File: src/rtl/message_scroller.sv
// Symbol buffer and 8-digit window generator for the seven-segment scan driver.
// Shows the message statically in IDLE, or scrolls it right-to-left with a blank gap.
module message_scroller #(
  parameter int          MSG_DEPTH = 16,
  parameter int          TICK_DIV  = 50_000_000,
  parameter logic [4:0]  BLANK     = 5'd31
) (
  input  logic        clk,
  input  logic        rst,
  input  logic        wr_en,
  input  logic [3:0]  wr_addr,
  input  logic [4:0]  wr_data,
  input  logic [4:0]  msg_len,
  input  logic        once,
  input  logic        start,
  input  logic        stop,
  output logic        busy,
  output logic        wrap,
  output logic [39:0] period_show
);

  localparam int CW = (TICK_DIV > 1) ? $clog2(TICK_DIV) : 1;

  typedef enum logic {IDLE, SCROLL} state_t;

  state_t          state;
  logic [4:0]      mem [MSG_DEPTH];
  logic [4:0]      len_q;
  logic            once_q;
  logic [4:0]      pos;
  logic [CW-1:0]   cnt;
  logic [4:0]      len_c;
  logic [5:0]      n_len;
  logic [5:0]      idx;
  logic [39:0]     show;

  assign len_c = (msg_len > 5'(MSG_DEPTH)) ? 5'(MSG_DEPTH) : msg_len;
  assign n_len = {1'b0, len_q} + 6'd8;

  // pos+k < 2N, so one conditional subtract wraps the stream index
  always_comb begin
    show = '1;
    idx  = '0;
    for (int k = 0; k < 8; k++) begin
      if (state == IDLE) begin
        if (5'(k) < len_c) show[39-5*k -: 5] = mem[4'(k)];
      end else begin
        idx = {1'b0, pos} + 6'(k);
        if (idx >= n_len) idx = idx - n_len;
        if (idx < {1'b0, len_q}) show[39-5*k -: 5] = mem[idx[3:0]];
      end
    end
  end

  always_ff @(posedge clk) begin
    if (rst) begin
      for (int i = 0; i < MSG_DEPTH; i++) mem[i] <= BLANK;
      state       <= IDLE;
      pos         <= '0;
      cnt         <= '0;
      len_q       <= '0;
      once_q      <= 1'b0;
      busy        <= 1'b0;
      wrap        <= 1'b0;
      period_show <= '1;
    end else begin
      if (wr_en) mem[wr_addr] <= wr_data;
      period_show <= show;
      wrap        <= 1'b0;
      case (state)
        IDLE: begin
          if (start && len_c != 5'd0) begin
            len_q  <= len_c;
            once_q <= once;
            pos    <= '0;
            cnt    <= '0;
            state  <= SCROLL;
            busy   <= 1'b1;
          end
        end
        SCROLL: begin
          if (stop) begin
            state <= IDLE;
            busy  <= 1'b0;
            pos   <= '0;
            cnt   <= '0;
          end else if (start) begin
            len_q  <= len_c;
            once_q <= once;
            pos    <= '0;
            cnt    <= '0;
          end else if (cnt == CW'(TICK_DIV - 1)) begin
            cnt <= '0;
            if ({1'b0, pos} == n_len - 6'd1) begin
              pos  <= '0;
              wrap <= 1'b1;
              if (once_q) begin
                state <= IDLE;
                busy  <= 1'b0;
              end
            end else begin
              pos <= pos + 5'd1;
            end
          end else begin
            cnt <= cnt + CW'(1);
          end
        end
        default: state <= IDLE;
      endcase
    end
  end

endmodule

File: config.mk
export PLATFORM = sky130hd
export DESIGN_NAME = message_scroller
export DESIGN_NICKNAME = d
export VERILOG_FILES = /design/src/rtl/message_scroller.sv
export SDC_FILE = /design/constraint.sdc
export NUM_CORES = 1
export LEC_CHECK = 0
export ABC_CLOCK_PERIOD_IN_PS = 9500
export BUFFER_PORTS_ARGS = -buffer_cell sky130_fd_sc_hd__buf_4
export CAP_MARGIN = 20
export CORE_MARGIN = 3
export CORE_UTILIZATION = 30
export CTS_BUF_LIST = sky130_fd_sc_hd__clkbuf_16
export DETAILED_ROUTE_END_ITERATION = 16
export MAX_ROUTING_LAYER = met4
export PLACE_DENSITY_LB_ADDON = 0.2
export SKIP_CTS_REPAIR_TIMING = 1
export SYNTH_ARGS = -nofsm -noshare
export SYNTH_HDL_FRONTEND = slang
export SYNTH_SLANG_ARGS = --single-unit
File: constraint.sdc
create_clock -name clk -period 9.5 [get_ports clk]
set_input_delay 1.9 -clock clk [delete_from_list [all_inputs] [get_ports clk]]
set_output_delay 1.9 -clock clk [all_outputs]
set_load 0.02 [all_outputs]
==> results of run 1 <==
==> cell families (layout without fill, tap and decap cells) <==
kind of cell / after synthesis / in the layout / share of synthesized area
compound gates: 385 / 385 / 0.172
xor+xnor: 67 / 67 / 0.0377
fa+ha+maj: 86 / 86 / 0.0710
buf+inv: 181 / 169 / 0.0469
flops: 160 / 160 / 0.257
mux: 304 / 304 / 0.222
other cells: 0 / 1 / 0
simple gates: 615 / 615 / 0.193
==> critical path, delay by kind of cell (launching register included) <==
family	cells	cell delay (ps)
AOI/OAI and AO/OA	4	1200
adders and majority gates	3	1250
buffers and inverters	3	890
DFF	1	710
muxes	1	850
and+or+nand+nor	4	1140
==> sequential cells by signal, indices dropped and copies added (netlist names), 5 cells and up <==
| register | count |
|---|---|
| pos | 5 |
| period_show | 40 |
| len_q | 5 |
| cnt | 26 |
| mem | 80 |
==> worst min path at each step <==
stage | start | cells after the start | to
global route | cnt[1] | 2 | cnt[1]
detailed placement | cnt[1] | 2 | cnt[1]
global placement | cnt[1] | 2 | cnt[1]
finish | cnt[1] | 2 | cnt[1]
CTS | cnt[1] | 2 | cnt[1]
floorplan | cnt[1] | 2 | cnt[1]
==> cells in the mapped netlist (14+ instances only) <==
cell / number
buf_2: 21
mux2_2: 37
xor2_1: 29
a2111oi_0: 23
nand3_1: 55
a21oi_1: 76
clkbuf_1: 95
nand4_1: 15
edfxtp_1: 80
ha_1: 82
mux4_2: 16
o21ai_0: 55
inv_1: 41
clkbuf_2: 14
a21o_1: 20
dfxtp_1: 80
a211oi_1: 37
or2_2: 60
xnor2_1: 38
mux2i_1: 240
nor2_1: 105
nor3_1: 15
and3_1: 38
o211ai_1: 37
a22oi_1: 14
o22ai_1: 22
nand2_1: 215
nand2b_1: 53
==> layer usage <==
layer	routed length [um]	track usage	vias up
li1	-	-	6636
met2	28300	0.355	746
met5	0	-	-
met1	28900	0.329	7056
met3	6530	0.0634	159
met4	3030	0.109	0
==> stage by stage <==
step,worst slack (ps),instances
global placement,2610,2413
detailed placement,3240,2419
global route,2940,2458
CTS,3200,2451
finish,3260,2459
floorplan,4750,1798
==> where the power goes <==
part	switching, uW	total (uW)	internal [uW]
clock	329	669	341
combinational	254	446	192
sequential	125	887	762
==> cell type report <==
class / instances / area (um^2)
clock inverters: 15 / 128
fillers: 5304 / 33400
well taps: 672 / 841
repair buffers: 94 / 773
multi-input cells: 1457 / 10900
inverters: 43 / 161
clock buffers: 17 / 425
flip-flops and latches: 160 / 4000
diodes: 1 / 2.50
==> results.json, run 1 <==
{
  "gp_congestion": 1.02,
  "synth_area_leaders": "edfxtp_1 (15%), mux2i_1 (15%), dfxtp_1 (10%), ha_1 (6.6%), nand2_1 (5.2%)",
  "fin_crit_ps": 6240,
  "yosys_warnings": 0,
  "synth-async-reset-ratio": 0,
  "synth_seq_area_share": 0.257,
  "fp-row-count": 82,
  "crit_path_end_kind": "flop",
  "required_ps": 9800,
  "synth_cells": 1798,
  "initial_core_util": 0.307,
  "critPathMaxFanout": 21,
  "grt_first_pass_wirelength_um": 94500,
  "cts_sinks": 160,
  "r2r_setup_slack_ps": 3260,
  "syn_area_mm2": 0.0156,
  "mostFrequentLayoutCell": "mux2i_1",
  "fin_util": 0.341,
  "ys.flop_type": "edfxtp_1",
  "ios": 62,
  "tns_ps": 0,
  "hold_ws_ps": 491,
  "detail_route.first_pass.iterations": 5,
  "cts-buffers-inserted": 17,
  "finalHoldViolations": 0,
  "rsz0062_at_grt": "false",
  "antenna_found_initial": 1,
  "worstMarginPinSlew_ps": 1160,
  "worst-setup-path-type": "flop to flop",
  "critPathLaunchType": "flop",
  "clk_pin_slew_worst_paths_ps": 80,
  "dieArea_mm2": 0.0547,
  "vias": 14600,
  "path_cells": "inv_1 > ha_1 > ha_1 > nor2b_1 > nor2_1 > o221ai_1 > buf_4 > mux2i_4 > inv_1 > ha_1 > a21o_1 > a211oi_1 > nand2_1 > nor4_1 > a221oi_1",
  "drv_cap": 0,
  "p_leak_uw": 0.00690,
  "syn_to_final_growth_pct": 10.9,
  "slowest_stage": "mux2i_4",
  "avgViaCountPerCell": 5.94,
  "core_area_mm2": 0.0507,
  "synth.largest_area_cell": "edfxtp_1",
  "grt_max_degree": 43,
  "dp.final_hpwl_um": 45600,
  "track_usage": 0.248,
  "wire_per_inst_um": 27.2,
  "crit_end": "period_show[32]",
  "r2r_cells": 15,
  "syn-mean-instance-area_um2": 8.66,
  "slew_viol_final": 0,
  "maxSlewHeadroom": 0.218,
  "ys_types": 73,
  "synth_nets": 1904,
  "hold_path_class": "flop to flop",
  "fin_area_mm2": 0.0173,
  "crit_path_frequent_cell": "ha_1",
  "ys_seq_elements": 160,
  "worstSkewPairLatency_ps": 480,
  "timing.rr.end": "period_show[32]",
  "placed_area_mm2": 0.0166,
  "io_buffers": 61,
  "status": "finished, final reports clean",
  "final_nets": 1879,
  "routed_wirelength_um": 66800,
  "skew_ps": 14.8,
  "dieWidth_um": 234,
  "power_density_mw_per_mm2": 116,
  "finalSetupViolations": 0,
  "cts-htree-levels": 4,
  "clockRootBuffer": "clkbuf_16",
  "cts_tree": "done",
  "drt_iter0_drc": 1629,
  "grt_pass1_vias": 13500,
  "grt-ovfl-total": 0,
  "crit_arrival_ps": 6540,
  "die_h_um": 234,
  "timing.rr.start": "pos[0]",
  "synth_edf_count": 80,
  "drc": 0,
  "fmax_mhz": 160,
  "peakVddDrop_mv": 0.0781,
  "clockBufferDepth": 2,
  "yosys.area.top_type_share": 0.154,
  "drive_above_1_share": 0.143,
  "ant_nets": 0,
  "most-common-layout-cells": "mux2i_1 (232), nand2_1 (215), nor2_1 (105), buf_4 (85), ha_1 (82)",
  "fin_total_pwr_uw": 2000,
  "crit_start": "pos[0]",
  "cpPeakStageDelay_ps": 850,
  "finalCritPeriodShare": 0.657
}
Power figures use the tool's default switching activity.
==> run 2, diff against run 1 <==
--- a/config.mk
+++ b/config.mk
@@ -5,7 +5,8 @@
 export SDC_FILE = /design/constraint.sdc
 export NUM_CORES = 1
 export LEC_CHECK = 0
-export ABC_CLOCK_PERIOD_IN_PS = 9500
+export ABC_AREA = 1
+export ABC_CLOCK_PERIOD_IN_PS = 5200
 export BUFFER_PORTS_ARGS = -buffer_cell sky130_fd_sc_hd__buf_4
 export CAP_MARGIN = 20
 export CORE_MARGIN = 3
==> constraint.sdc (replaced) <==
create_clock -name clk -period 5.2 [get_ports clk]
set_input_delay 1.04 -clock clk [delete_from_list [all_inputs] [get_ports clk]]
set_output_delay 1.04 -clock clk [all_outputs]
set_load 0.02 [all_outputs]
==> results.json, run 2 <==
{
  "fin_total_pwr_uw": 4880,
  "path_cells": "inv_1 > ha_1 > a21oi_1 > xor2_1 > ha_1 > nand2_1 > nand3_1 > nand2_4 > inv_2 > o21ai_1 > inv_1 > ha_1 > a21oi_1 > o211ai_1 > nor2_1 > nand3_1 > nand2_1 > nand2_1",
  "top_register": "mem",
  "dpl_worst_slack_ps": 565,
  "synth_fa_ha_area_frac": 0.0651,
  "ys_seq_elements": 160,
  "ys_types": 42,
  "fin_util": 0.336,
  "slew_viol_final": 0,
  "cts_tree": "done",
  "drive_above_1_share": 0.0832,
  "cts-buffers-inserted": 17,
  "cpPeakStageDelay_ps": 580,
  "tns_ps": 0,
  "mostFrequentLayoutCell": "nand2_1",
  "drc": 0,
  "wire_per_inst_um": 24.1,
  "synth_top_family_by_area": "simple AND/OR/NAND/NOR gates",
  "synth_seq_area_share": 0.236,
  "slowest_stage": "dfxtp_1",
  "io_buffers": 61,
  "synth.largest_area_cell": "nand3_1",
  "gp_congestion": 0.969,
  "syn-mean-instance-area_um2": 5.93,
  "skew_ps": 23.5,
  "crit_buf_inv": 3,
  "yosys_warnings": 0,
  "clk_pin_slew_worst_paths_ps": 70,
  "synth_common_cells": "nand2_1 (969), nand3_1 (781), inv_1 (211)",
  "ant_nets": 0,
  "placed_area_mm2": 0.0181,
  "dp.final_hpwl_um": 57800,
  "drv_cap": 0,
  "die_h_um": 244,
  "routed_wirelength_um": 87200,
  "dieArea_mm2": 0.0595,
  "finalHoldViolations": 0,
  "initial_core_util": 0.306,
  "worstSkewPairLatency_ps": 500,
  "fp-row-count": 86,
  "peakVddDrop_mv": 0.278,
  "syn_to_final_growth_pct": 9.89,
  "clockBufferDepth": 2,
  "yosys.area.top_type_share": 0.230,
  "track_usage": 0.293,
  "grt-ovfl-total": 0,
  "avgViaCountPerCell": 5.70,
  "yosys.area_share.simple": 0.504,
  "cts_sinks": 160,
  "power_density_mw_per_mm2": 261,
  "vias": 20600,
  "final_nets": 2965,
  "critPathLaunchType": "flop",
  "finalSetupViolations": 0,
  "synth_nets": 2970,
  "synthXorXnorAreaFrac": 0.0196,
  "grt_max_degree": 45,
  "ys.flop_type": "edfxtp_1",
  "fin_area_mm2": 0.0187,
  "maxSlewHeadroom": 0.341,
  "required_ps": 5580,
  "fmax_mhz": 209,
  "crit_path_end_kind": "flop",
  "grt_pass1_vias": 18600,
  "synth_edf_count": 80,
  "p_leak_uw": 0.00843,
  "reg.largest.list": "mem x80, period_show x40, cnt x26",
  "core_area_mm2": 0.0555,
  "hold_path_class": "flop to flop",
  "critPathMaxFanout": 11,
  "largest_register_ffs": 80,
  "status": "finished, final reports clean",
  "cts-htree-levels": 4,
  "detail_route.first_pass.iterations": 8,
  "fin_crit_ps": 4780,
  "setup_ws_ps": 415,
  "worst-setup-path-type": "flop to flop",
  "path_delay_family": "simple AND/OR/NAND/NOR gates",
  "synthMuxAreaShare": 0,
  "finalCritPeriodShare": 0.920,
  "drt_iter0_drc": 2950,
  "synth_cells": 2864,
  "synth_most_common_cell": "nand2_1",
  "grt_first_pass_wirelength_um": 125000,
  "crit_arrival_ps": 5160,
  "most-common-layout-cells": "nand2_1 (969), nand3_1 (781), inv_1 (211), buf_4 (124), a21oi_1 (111)",
  "synth_compound_area_frac": 0.0691,
  "synth-async-reset-ratio": 0,
  "rsz0062_at_grt": "false",
  "synth_area_leaders": "nand3_1 (23%), nand2_1 (21%), edfxtp_1 (14%), dfxtp_1 (9.4%), ha_1 (6.0%)",
  "worstMarginPinSlew_ps": 987,
  "antenna_found_initial": 1,
  "ios": 62,
  "fillers": 6206,
  "clockRootBuffer": "clkbuf_16",
  "syn_area_mm2": 0.0170,
  "dieWidth_um": 244
}
## run 2: cell count changes in the layout (fill, tap and decap cells not counted), moves of 53 or more
cell	before	now
nand3_1	55	781
or2_2	60	7
nand2b_1	53	0
mux2i_1	232	0
nand2_1	215	969
inv_1	42	211
## run 2: worst min-delay path, delay by kind of cell, from the launching register on
kind,cells,cell delay [ps]
DFF,1,310
buffers and inverters,1,50
AOI/OAI and AO/OA,1,50
## run 2: per-layer routing
layer / share of wire / wire [um] / GRT usage
met5: 0 / 0 / -
met2: 0.41 / 35500 / 0.410
met1: 0.40 / 35000 / 0.377
met3: 0.12 / 10700 / 0.0826
met4: 0.068 / 5940 / 0.168
## run 2: metrics by stage
step	cells	hold slack, ps
floorplan	2864	430
detailed placement	3587	443
global route	3620	501
global placement	3587	438
CTS	3619	459
finish	3621	452
## run 2: cell type report
type | count | area [um^2] | share of cell area
Sequential cell | 160 | 4010 | 0.215
Tap cell | 748 | 936 | 0.0501
Clock inverter | 15 | 181 | 0.00972
Timing Repair Buffer | 125 | 938 | 0.0503
Inverter | 267 | 1000 | 0.0537
Antenna cell | 1 | 2.50 | 0.000134
Clock buffer | 17 | 425 | 0.0228
Multi-Input combinational cell | 2288 | 11200 | 0.599
## run 2: power by group
part	internal, uW	switching, uW	total (uW)
clock network	688	657	1350
registers	1400	34.0	1430
logic	614	1490	2100
## run 2: worst paths after layout
| path | startpoint | end | slack (ps) | cells after the start |
|---|---|---|---|---|
| worst max-delay path | pos[2] | period_show[8] | 420 | 18 |
| worst min-delay path | busy | busy | 450 | 2 |
| worst max register to register | pos[2] | period_show[8] | 420 | 18 |
| worst min register to register | busy | busy | 450 | 2 |
## run 2: cells by family (layout without fill, tap and decap cells)
family | count (synthesis) | in the layout
simple gates | 1949 | 1949
buf+inv | 416 | 424
compound gates | 215 | 215
flops | 160 | 160
fa+ha+maj | 86 | 86
xor+xnor | 38 | 38
other cells | 0 | 1
==> run 3, diff against run 2 <==
--- a/config.mk
+++ b/config.mk
@@ -7,12 +7,12 @@
 export LEC_CHECK = 0
 export ABC_AREA = 1
 export ABC_CLOCK_PERIOD_IN_PS = 5200
-export BUFFER_PORTS_ARGS = -buffer_cell sky130_fd_sc_hd__buf_4
 export CAP_MARGIN = 20
 export CORE_MARGIN = 3
 export CORE_UTILIZATION = 30
 export CTS_BUF_LIST = sky130_fd_sc_hd__clkbuf_16
 export DETAILED_ROUTE_END_ITERATION = 16
+export DONT_BUFFER_PORTS = 1
 export MAX_ROUTING_LAYER = met4
 export PLACE_DENSITY_LB_ADDON = 0.2
 export SKIP_CTS_REPAIR_TIMING = 1
==> results.json, run 3 (synthesized netlist as in run 2, its figures left out) <==
{
  "status": "finished, final reports clean",
  "fin_crit_ps": 4800,
  "cts_tree": "done",
  "dieArea_mm2": 0.0595,
  "core_area_mm2": 0.0555,
  "slew_viol_final": 0,
  "final_nets": 2899,
  "r2r_setup_slack_ps": 400,
  "ios": 62,
  "reg.largest.list": "mem x80, period_show x40, cnt x26",
  "power_density_mw_per_mm2": 265,
  "fmax_mhz": 208,
  "wire_per_inst_um": 24.4,
  "routed_wirelength_um": 86600,
  "finalHoldViolations": 0,
  "io_buffers": 0,
  "tns_ps": 0,
  "worstSkewPairLatency_ps": 500,
  "combPwrFrac": 0.409,
  "cts_sinks": 160,
  "grt_first_pass_wirelength_um": 123000,
  "die_h_um": 244,
  "detail_route.first_pass.iterations": 7,
  "peakVddDrop_mv": 0.277,
  "p_seq_frac": 0.310,
  "ant_nets": 0,
  "required_ps": 5580,
  "fin_total_pwr_uw": 4830,
  "finalSetupViolations": 0,
  "mostFrequentLayoutCell": "nand2_1",
  "vias": 20700,
  "drt_iter0_drc": 3515,
  "path_cells": "inv_1 > ha_1 > a21oi_1 > xor2_1 > ha_1 > nand2_1 > nand3_1 > nand2_4 > inv_2 > nand2_1 > o21ai_1 > buf_4 > inv_1 > ha_1 > nand2_1 > inv_1 > nand3_1 > nor2_1 > nor2_1 > nand3_1 > nand2_1 > nand2_1",
  "cts-buffers-inserted": 17,
  "power.switching_uw": 2200,
  "p_int_uw": 2620,
  "hold_end": "once_q",
  "crit_path_frequent_cell": "nand2_1",
  "clockRootBuffer": "clkbuf_16",
  "worstHoldPathCells": 2,
  "min_from": "once_q",
  "crit_arrival_ps": 5180,
  "drc": 0,
  "clk_pin_slew_worst_paths_ps": 70,
  "critPathLaunchType": "flop",
  "rsz0062_at_grt": "false",
  "hold_path_class": "flop to flop",
  "timing.rr.start": "pos[2]",
  "fp-row-count": 86,
  "slowest_stage": "dfxtp_1",
  "dp.final_hpwl_um": 57100,
  "most-common-layout-cells": "nand2_1 (968), nand3_1 (780), inv_1 (211), a21oi_1 (111), nor2_1 (106)",
  "worstMarginPinSlew_ps": 1170,
  "p_clk_frac": 0.281,
  "clockBufferDepth": 2,
  "path_delay_family": "simple AND/OR/NAND/NOR gates",
  "skew_ps": 20.6,
  "drive_above_1_share": 0.0624,
  "cpPeakStageDelay_ps": 630,
  "grt_pass1_vias": 18500,
  "critPathMaxFanout": 11,
  "timing.rr.end": "period_show[8]",
  "maxSlewHeadroom": 0.209,
  "worst-setup-path-type": "flop to flop",
  "crit_path_end_kind": "flop",
  "antenna_found_initial": 0,
  "cts-htree-levels": 4,
  "crit_buf_inv": 5,
  "drv_cap": 0,
  "r2r_cells": 22,
  "track_usage": 0.289,
  "netSwitchingFraction": 0.456,
  "largest_register_ffs": 80,
  "grt_max_degree": 48,
  "crit_start": "pos[2]",
  "finalCritPeriodShare": 0.923,
  "antennaDiodeCount": 0,
  "syn_to_final_growth_pct": 7.15,
  "top_register": "mem",
  "avgViaCountPerCell": 5.81,
  "gp_congestion": 1.02,
  "initial_core_util": 0.306,
  "grt-ovfl-total": 0,
  "p_leak_uw": 0.00814,
  "dieWidth_um": 244
}
## run 3: changes by cell type in the layout (fill, tap and decap cells not counted), sizes merged
cell / previous run / this run
clkbuf: 18 / 17
clkinv: 45 / 48
bufinv: 1 / 0
clkinvlp: 2 / 0
diode: 1 / 0
buf: 124 / 59
## run 3: layout make-up
class	instances	area, um^2
clock buffer	17	425
sequential	160	4010
timing repair buffer	59	443
multi-input combinational	2288	11200
fill	6151	37300
clock inverter	15	199
tap	748	936
inverter	267	1000
## run 3: worst reg2reg max path, stage by stage (launching register included)
cell     delay [ps]
dfxtp_1         630
inv_1           350
ha_1            340
a21oi_1         210
xor2_1          270
ha_1            330
nand2_1          90
nand3_1         160
nand2_4         200
inv_2            80
nand2_1          60
o21ai_1          80
buf_4           200
inv_1           350
ha_1            320
nand2_1          70
inv_1            30
nand3_1          80
nor2_1           50
nor2_1          360
nand3_1         250
nand2_1         110
nand2_1          60
## run 3: power groups by stage
| stage | Clock (uW) | Combinational [uW] | Sequential, uW |
|---|---|---|---|
| detailed placement | 0 | 1880 | 1530 |
| floorplan | 0 | 1330 | 1500 |
| finish | 1360 | 1970 | 1490 |
| global route | 1430 | 2120 | 1500 |
| global placement | 0 | 1860 | 1530 |
| CTS | 1390 | 1890 | 1500 |
## run 3: per-layer routing
metal / up-vias / GRT usage / wire [um]
li1: 9343 / - / -
met1: 9570 / 0.372 / 34600
met2: 1437 / 0.400 / 35300
met5: - / - / 0
met3: 311 / 0.0853 / 11100
met4: 0 / 0.167 / 5560
## run 3: how the worst max path moves through the flow
stage	slack (ps)	end	depth (start not counted)
after global placement	530	period_show[14]	19
final	400	period_show[8]	22
after CTS	390	period_show[10]	19
after detailed placement	410	period_show[14]	19
after global routing	130	period_show[1]	18
after floorplan	1530	period_show[30]	17
## run 3: metrics by stage
step                      setup slack (ps)  utilization  area [um^2]  cells  hold slack (ps)
final                                  399        0.328        18200   3554              465
after detailed placement               413        0.316        17600   3522              452
after floorplan                       1530            -        17000   2864              430
after CTS                              386        0.328        18200   3554              462
after global placement                 533        0.316        17600   3522              442
after global routing                   133        0.328        18200   3554              484
